**src/rtl/peg_scorer.sv**
```systemverilog
// Sequential Mastermind scorer: exact matches over four positions, then color-only
// matches from per-color histograms; results drive four 2-bit peg digits plus win/game-over.
module peg_scorer #(
    parameter int NUM_COLORS = 8
) (
    input  logic       clk,
    input  logic       reset_n,
    input  logic       start,
    input  logic       last_turn,
    input  logic [2:0] code0,
    input  logic [2:0] code1,
    input  logic [2:0] code2,
    input  logic [2:0] code3,
    input  logic [2:0] guess0,
    input  logic [2:0] guess1,
    input  logic [2:0] guess2,
    input  logic [2:0] guess3,
    output logic       busy,
    output logic       done,
    output logic [2:0] exact,
    output logic [2:0] partial,
    output logic [1:0] peg0,
    output logic [1:0] peg1,
    output logic [1:0] peg2,
    output logic [1:0] peg3,
    output logic       win,
    output logic       game_over
);

    typedef enum logic [1:0] {
        S_IDLE,
        S_EXACT,
        S_PARTIAL,
        S_DONE
    } state_t;

    state_t     r_state;
    logic [2:0] r_idx;
    logic [2:0] r_code  [4];
    logic [2:0] r_guess [4];
    logic       r_last_turn;
    logic [2:0] r_exact_acc;
    logic [2:0] r_partial_acc;
    logic [2:0] r_hc [NUM_COLORS];
    logic [2:0] r_hg [NUM_COLORS];

    logic [2:0] w_code_idx;
    logic [2:0] w_guess_idx;
    logic [2:0] w_min;
    logic [2:0] w_partial_next;
    logic [2:0] w_total;
    logic       w_win;
    logic [1:0] w_peg [4];

    // The final PARTIAL step folds its own min() in before the outputs are loaded.
    always_comb begin
        w_code_idx     = r_code[r_idx[1:0]];
        w_guess_idx    = r_guess[r_idx[1:0]];
        w_min          = (r_hc[r_idx] < r_hg[r_idx]) ? r_hc[r_idx] : r_hg[r_idx];
        w_partial_next = r_partial_acc + w_min;
        w_total        = r_exact_acc + w_partial_next;
        w_win          = (r_exact_acc == 3'd4);
        for (int p = 0; p < 4; p++) begin
            if (3'(p) < r_exact_acc)
                w_peg[p] = 2'd2;
            else if (3'(p) < w_total)
                w_peg[p] = 2'd1;
            else
                w_peg[p] = 2'd0;
        end
    end

    always_ff @(posedge clk or negedge reset_n) begin
        if (!reset_n) begin
            r_state       <= S_IDLE;
            r_idx         <= '0;
            r_last_turn   <= 1'b0;
            r_exact_acc   <= '0;
            r_partial_acc <= '0;
            for (int i = 0; i < 4; i++) begin
                r_code[i]  <= '0;
                r_guess[i] <= '0;
            end
            // NOTE: the histograms are small register arrays that must read as zero after reset, so they are reset explicitly.
            for (int i = 0; i < NUM_COLORS; i++) begin
                r_hc[i] <= '0;
                r_hg[i] <= '0;
            end
            busy      <= 1'b0;
            done      <= 1'b0;
            exact     <= '0;
            partial   <= '0;
            peg0      <= '0;
            peg1      <= '0;
            peg2      <= '0;
            peg3      <= '0;
            win       <= 1'b0;
            game_over <= 1'b0;
        end else begin
            done <= 1'b0;
            case (r_state)
                S_IDLE: begin
                    if (start) begin
                        r_code[0]     <= code0;
                        r_code[1]     <= code1;
                        r_code[2]     <= code2;
                        r_code[3]     <= code3;
                        r_guess[0]    <= guess0;
                        r_guess[1]    <= guess1;
                        r_guess[2]    <= guess2;
                        r_guess[3]    <= guess3;
                        r_last_turn   <= last_turn;
                        r_exact_acc   <= '0;
                        r_partial_acc <= '0;
                        r_idx         <= '0;
                        for (int i = 0; i < NUM_COLORS; i++) begin
                            r_hc[i] <= '0;
                            r_hg[i] <= '0;
                        end
                        busy    <= 1'b1;
                        r_state <= S_EXACT;
                    end
                end
                S_EXACT: begin
                    if (w_code_idx == w_guess_idx) begin
                        r_exact_acc <= r_exact_acc + 3'd1;
                    end else begin
                        r_hc[w_code_idx]  <= r_hc[w_code_idx] + 3'd1;
                        r_hg[w_guess_idx] <= r_hg[w_guess_idx] + 3'd1;
                    end
                    if (r_idx == 3'd3) begin
                        r_idx   <= '0;
                        r_state <= S_PARTIAL;
                    end else begin
                        r_idx <= r_idx + 3'd1;
                    end
                end
                S_PARTIAL: begin
                    r_partial_acc <= w_partial_next;
                    if (r_idx == 3'(NUM_COLORS - 1)) begin
                        exact     <= r_exact_acc;
                        partial   <= w_partial_next;
                        win       <= w_win;
                        game_over <= game_over | w_win | r_last_turn;
                        peg0      <= w_peg[0];
                        peg1      <= w_peg[1];
                        peg2      <= w_peg[2];
                        peg3      <= w_peg[3];
                        busy      <= 1'b0;
                        done      <= 1'b1;
                        r_state   <= S_DONE;
                    end else begin
                        r_idx <= r_idx + 3'd1;
                    end
                end
                S_DONE: begin
                    r_state <= S_IDLE;
                end
                default: begin
                    r_state <= S_IDLE;
                end
            endcase
        end
    end

endmodule
```
**config.mk**
```make
export PLATFORM = sky130hd
export DESIGN_NAME = peg_scorer
export DESIGN_NICKNAME = d
export VERILOG_FILES = /design/src/rtl/peg_scorer.sv
export SDC_FILE = /design/constraint.sdc
export NUM_CORES = 1
export LEC_CHECK = 0
export ABC_AREA = 0
export CAP_MARGIN = 20
export CORE_MARGIN = 3
export CORE_UTILIZATION = 40
export CTS_CLUSTER_SIZE = 10
export DETAILED_ROUTE_END_ITERATION = 12
export GPL_ROUTABILITY_DRIVEN = 0
export GPL_TIMING_DRIVEN = 0
export HOLD_SLACK_MARGIN = 0.02
export PLACE_DENSITY = 0.54
export RECOVER_POWER = 100
export SKIP_CTS_REPAIR_TIMING = 1
export SYNTH_ARGS = -nofsm -noshare
export SYNTH_HDL_FRONTEND = slang
export SYNTH_SLANG_ARGS = --single-unit
```
**constraint.sdc**
```tcl
create_clock -name clk -period 5.3 [get_ports clk]
set_clock_uncertainty 0.2 [all_clocks]
set_input_delay 1.59 -clock clk [delete_from_list [all_inputs] [get_ports clk]]
set_output_delay 1.59 -clock clk [all_outputs]
set_load 0.03 [all_outputs]
```
==> impl_metrics.json, run 1 <==
{
  "cts.htree.levels": 3,
  "synth_top_area_cell": "dfrtp_1",
  "post-dp-hpwl_mm": 11.84,
  "synth_cells": 561,
  "num_antenna_cells": 0,
  "via_per_inst": 5.876,
  "synth_top_area_share_pct": 42.51,
  "peakVddDrop_mv": 0.2864,
  "grt_pass1_wl_mm": 26.62,
  "fmax_mhz": 204.5,
  "cts-root-buf": "clkbuf_16",
  "slew_viol_final": 41,
  "tns_ps": 0,
  "syn_area_per_cell_um2": 10.60,
  "wl_mm": 16.06,
  "seq_area_frac_synth_pct": 42.51,
  "report.final.hold_viol_count": 0,
  "grt.overflow.total": 0,
  "ff2ff_path_depth": 19,
  "cts_tree": "built",
  "hp-class": "reg -> reg",
  "slew-limit-headroom_pct": -62.60,
  "track_usage_pct": 20.88,
  "critical_path_class": "reg -> reg",
  "drc": 0,
  "area_growth_pct": 16.06,
  "start_util_pct": 41.86,
  "setup_violations": 0,
  "finalCritPeriodShare_pct": 92.24,
  "hold_start": "partial[0]",
  "r2r_setup_slack_ps": 410,
  "violations": "capacitance limit, slew limit",
  "leakagePower_uw": 0.002978,
  "synth_async_sr_flop_share_pct": 100.0,
  "synth_nets": 608,
  "clockBufferDepth": 2,
  "grt_pass1_vias": 4764,
  "die_height_um": 127.9,
  "synth_cell_types": 62,
  "dieWidth_um": 127.9,
  "fin_area_um2": 6900,
  "synth_warnings": 0,
  "ys_ff_latch": 101,
  "final_cell_count_no_fill": 800,
  "place_ws_ps": -89.18,
  "syn_area_um2": 5946,
  "fillers": 1378,
  "drive_gt1_share_pct": 14.03,
  "cp-end-kind": "register",
  "min_period_ps": 4889,
  "cp-start-kind": "register",
  "die-area_um2": 16360,
  "grt_max_degree": 62,
  "finalNetCount": 662,
  "yosys-top-cells-area": "dfrtp_1 43%, mux4_2 7.2%, mux2_2 5.7%",
  "portBuffers": 44,
  "drtPass1Iterations": 5,
  "clk_pin_slew_worst_paths_ps": 70,
  "dr_total_vias": 4701,
  "fin_ws_ps": 411.0,
  "core_um2": 14200,
  "synth_top_flop_cell": "dfrtp_1",
  "ant_nets": 0,
  "timing.rr.end": "peg0[0]",
  "path_max_fanout": 19,
  "clk_latency_ps": 360,
  "holdPathStages": 2,
  "pin_count": 46,
  "power.density_nw_per_um2": 600.7,
  "num_rows": 43,
  "synth_edf_count": 0,
  "dr.first_iter.drc_count": 344,
  "numPlacedInstances": 786,
  "maxCapViolCount": 1,
  "crit_start": "r_idx[0]",
  "placed_cell_area_um2": 6636,
  "rsz0062_at_grt": "no",
  "clock-sinks": 101,
  "antenna_found_initial": 0,
  "numCtsBuffers": 9,
  "worst_slew_pin_slew_ps": 2439,
  "cp_data_required_time_ps": 5330,
  "r2r-start": "r_idx[0]",
  "hold_end": "partial[0]",
  "outcome": "finished, violations left",
  "post_drt_wl_per_cell_um": 20.08,
  "cp.arrival_ps": 4920
}
## logic make-up after synthesis
logic type | synth area share (%)
fa+ha+maj | 4.251
xor+xnor | 1.599
simple gates | 13.53
compound gates | 15.26
buf+inv | 4.082
flops | 42.51
mux | 18.77
## cell type report
| cell class | count | area [um^2] | area share (%) |
|---|---|---|---|
| sequential | 101 | 2527 | 36.63 |
| buffer | 34 | 163.9 | 2.375 |
| tap | 180 | 225.2 | 3.264 |
| clock inverter | 6 | 53.80 | 0.7797 |
| multi-input combinational | 406 | 3162 | 45.82 |
| inverter | 18 | 67.56 | 0.9791 |
| timing repair buffer | 45 | 461.7 | 6.691 |
| clock buffer | 10 | 239.0 | 3.463 |
## sequential cells by signal (all words and copies together) (netlist names)
register and count:
busy 1, done 1, exact 3, game_over 1, partial 3, peg0 2
peg1 2, peg2 2, peg3 1, r_code 12, r_exact_acc 3, r_guess 12
r_hc 24, r_hg 24, r_idx 3, r_last_turn 1, r_partial_acc 3, r_state 2
win 1
## per-stage QoR
stage	hold slack, ps	util, %	power [uW]
after floorplan	270.4	-	2830
after global placement	269.5	46.55	3461
after detailed placement	263.7	46.72	3494
after CTS	280.4	48.78	4179
after global routing	288.8	48.58	4452
final	268.4	48.58	4145
## synthesized netlist by cell type (all sizes together) (5+ instances only)
cell    count
nor2b       6
dfrtp     101
a32oi      10
clkbuf     22
a22o       12
nor2       26
nor3       11
a32o       11
ha         17
xor2        5
o22ai       5
mux2       30
inv        16
nand3      11
a22oi       6
nand2b      7
xnor2       5
a21oi      21
o21ai      40
buf        14
nor3b       6
nand2      78
mux4       20
or3         5
mux2i      32
## cell usage in the layout, fill, tap and decap left out, types with 3 or more instances in the layout
master and count:
a32oi_1 10, clkdlybuf4s50_1 25, o21ai_0 40, nand2b_1 7
nand2_1 78, mux4_2 19, a22oi_1 6, inv_1 15
mux2_2 30, nand3_1 11, xor2_1 5, or3_1 5
o22ai_1 5, nor3b_1 3, ha_1 17, dlygate4sd3_1 18
a31o_1 3, clkbuf_1 25, buf_6 3, mux2i_1 31
xnor2_1 4, o211ai_1 4, clkbuf_16 9, buf_2 5
nor2_1 26, nor2b_1 6, nor3b_2 3, nor3_1 8
dfrtp_1 101, a32o_1 11, nand3b_1 3, a21oi_1 20
a22o_1 12
## power by group
part | total, uW | switching (uW) | internal [uW]
Clock | 664 | 323 | 341
Sequential | 1170 | 188 | 982
Combinational | 2310 | 1440 | 873
## routing by layer
metal | global-route usage [%] | vias to the layer above | share of wire (%)
met5 | 0 | - | 0
met4 | 5.743 | 0 | 2.0
met2 | 31.79 | 129 | 46
met3 | 4.417 | 24 | 5.4
met1 | 30.27 | 2383 | 47
li1 | - | 2165 | -
## worst max path at each step
stage                 to  slack, ps  depth (start not counted)
4_1_cts          peg0[0]        -70                         20
3_5_place_dp     peg0[0]        -90                         20
3_3_place_gp   r_code[5]      -1590                          1
6_report         peg0[0]        410                         19
2_1_floorplan    peg0[0]        790                         20
5_1_grt          peg0[0]         10                         19
## worst max-delay path: stages, from the launching register on
cell and delay (ps):
dfrtp_1 470, buf_6 320, mux4_2 550, nand2_1 70, and2_1 210, inv_1 60, ha_1 280, a21boi_0 110
o21ai_0 160, nand2b_1 120, mux2i_1 150, ha_1 220, fa_1 530, inv_1 90, fa_1 410, xor2_1 160
xnor2_1 270, nand2_1 120, o21ai_0 150, o21ai_0 90
Note: power is estimated with default switching activity, not from simulation.
==> run 2: changes to the inputs <==
Settings changed: PLACE_DENSITY 0.54 to 0.56.
==> impl_metrics.json, run 2 (same netlist as run 1, synthesis figures left out) <==
{
  "grt_pass1_vias": 4701,
  "largestRegisters": "r_hc: 24 flops, r_hg: 24 flops",
  "leakagePower_uw": 0.002970,
  "fillers": 1330,
  "holdPathStages": 2,
  "outcome": "finished, violations left",
  "cp.arrival_ps": 4980,
  "via_per_inst": 5.825,
  "path_max_fanout": 19,
  "dr.first_iter.drc_count": 305,
  "dr_total_vias": 4660,
  "numPlacedInstances": 786,
  "start_util_pct": 41.86,
  "post-dp-hpwl_mm": 11.81,
  "finalCritPeriodShare_pct": 93.34,
  "slew_viol_final": 52,
  "area_growth_pct": 16.27,
  "pin_count": 46,
  "die_height_um": 127.9,
  "fmax_mhz": 202.1,
  "grt_max_degree": 53,
  "finalNetCount": 662,
  "min_period_ps": 4947,
  "clk_pin_slew_worst_paths_ps": 70,
  "core_um2": 14200,
  "ff2ff_path_depth": 19,
  "final_common_cell": "dfrtp_1",
  "peakVddDrop_mv": 0.3509,
  "post_drt_wl_per_cell_um": 19.97,
  "numCtsBuffers": 9,
  "setup_violations": 0,
  "dieWidth_um": 127.9,
  "cts_tree": "built",
  "grt_pass1_wl_mm": 25.96,
  "power.total_uw": 4206,
  "cp-start-kind": "register",
  "report.final.hold_viol_count": 0,
  "drc": 0,
  "place_ws_ps": -123.0,
  "drive_gt1_share_pct": 13.55,
  "cp-end-kind": "register",
  "power.density_nw_per_um2": 608.4,
  "track_usage_pct": 20.42,
  "num_rows": 43,
  "num_antenna_cells": 0,
  "clk_latency_ps": 360,
  "final_cell_count_no_fill": 800,
  "clockBufferDepth": 2,
  "slew-limit-headroom_pct": -99.53,
  "antenna_found_initial": 0,
  "wl_mm": 15.97,
  "rsz0062_at_grt": "no",
  "cp_data_required_time_ps": 5330,
  "portBuffers": 44,
  "hp-class": "reg -> reg",
  "ant_nets": 0,
  "maxCapViolCount": 1,
  "cts.htree.levels": 3,
  "fin_ws_ps": 352.8,
  "worst_slew_pin_slew_ps": 2993,
  "final_cell_mix": "101 x dfrtp_1, 78 x nand2_1, 39 x o21ai_0, 31 x mux2i_1, 30 x mux2_2",
  "violations": "capacitance limit, slew limit",
  "cts-root-buf": "clkbuf_16",
  "critical_path_class": "reg -> reg",
  "die-area_um2": 16360,
  "grt.overflow.total": 0,
  "clock-sinks": 101,
  "drtPass1Iterations": 5
}
[run 2: area by class of cell]
class / instances / area [um^2] / share of cell area, %
multi-input combinational: 406 / 3152 / 45.59
sequential: 101 / 2527 / 36.56
timing repair buffer: 45 / 461.7 / 6.679
clock buffer: 9 / 225.2 / 3.258
tap: 180 / 225.2 / 3.258
buffer: 34 / 148.9 / 2.154
clock inverter: 7 / 105.1 / 1.520
inverter: 18 / 67.56 / 0.9774
[run 2: layer usage]
| layer | wire length [um] | GRT usage [%] |
|---|---|---|
| met4 | 301 | 6.117 |
| met1 | 7043 | 27.54 |
| met5 | 0 | 0 |
| met2 | 7733 | 32.50 |
| met3 | 894 | 5.250 |
[run 2: worst max-delay path, stage by stage, from the launching register on]
cell and delay [ps]:
dfrtp_1 520, buf_6 330, mux4_2 560, nand2_1 80, and2_1 200, inv_1 60, ha_1 280, a21boi_0 120
o21ai_0 180, nand2b_1 130, mux2i_1 150, ha_1 220, fa_1 560, inv_1 90, fa_1 400, xor2_1 160
xnor2_1 240, nand2_1 120, o21ai_0 140, o21ai_0 90
[run 2: report_power, final]
part | internal, uW | switching (uW)
logic | 858 | 1440
clock network | 422 | 321
registers | 982 | 187
[run 2: worst paths after layout]
| kind | from | endpoint | slack [ps] |
|---|---|---|---|
| worst max register to register | r_idx[0] | peg0[0] | 350 |
| max in group asynchronous | reset_n | exact[2] | 1210 |
| min in group asynchronous | reset_n | r_hg[10] | 2010 |
| worst min register to register | peg0[0] | peg0[0] | 280 |
| worst max-delay path | r_idx[0] | peg0[0] | 350 |
| worst min-delay path | peg0[0] | peg0[0] | 280 |
[run 2: per-stage QoR]
step | util, % | hold slack [ps] | setup TNS, ps | cell area [um^2]
after floorplan | - | 270.4 | 0 | 5946
after global placement | 46.55 | 259.2 | -160250 | 6611
after detailed placement | 46.72 | 275.0 | -209.6 | 6636
after CTS | 49.05 | 291.6 | -218.6 | 6967
after global routing | 48.67 | 298.4 | 0 | 6913
final | 48.67 | 279.3 | 0 | 6913
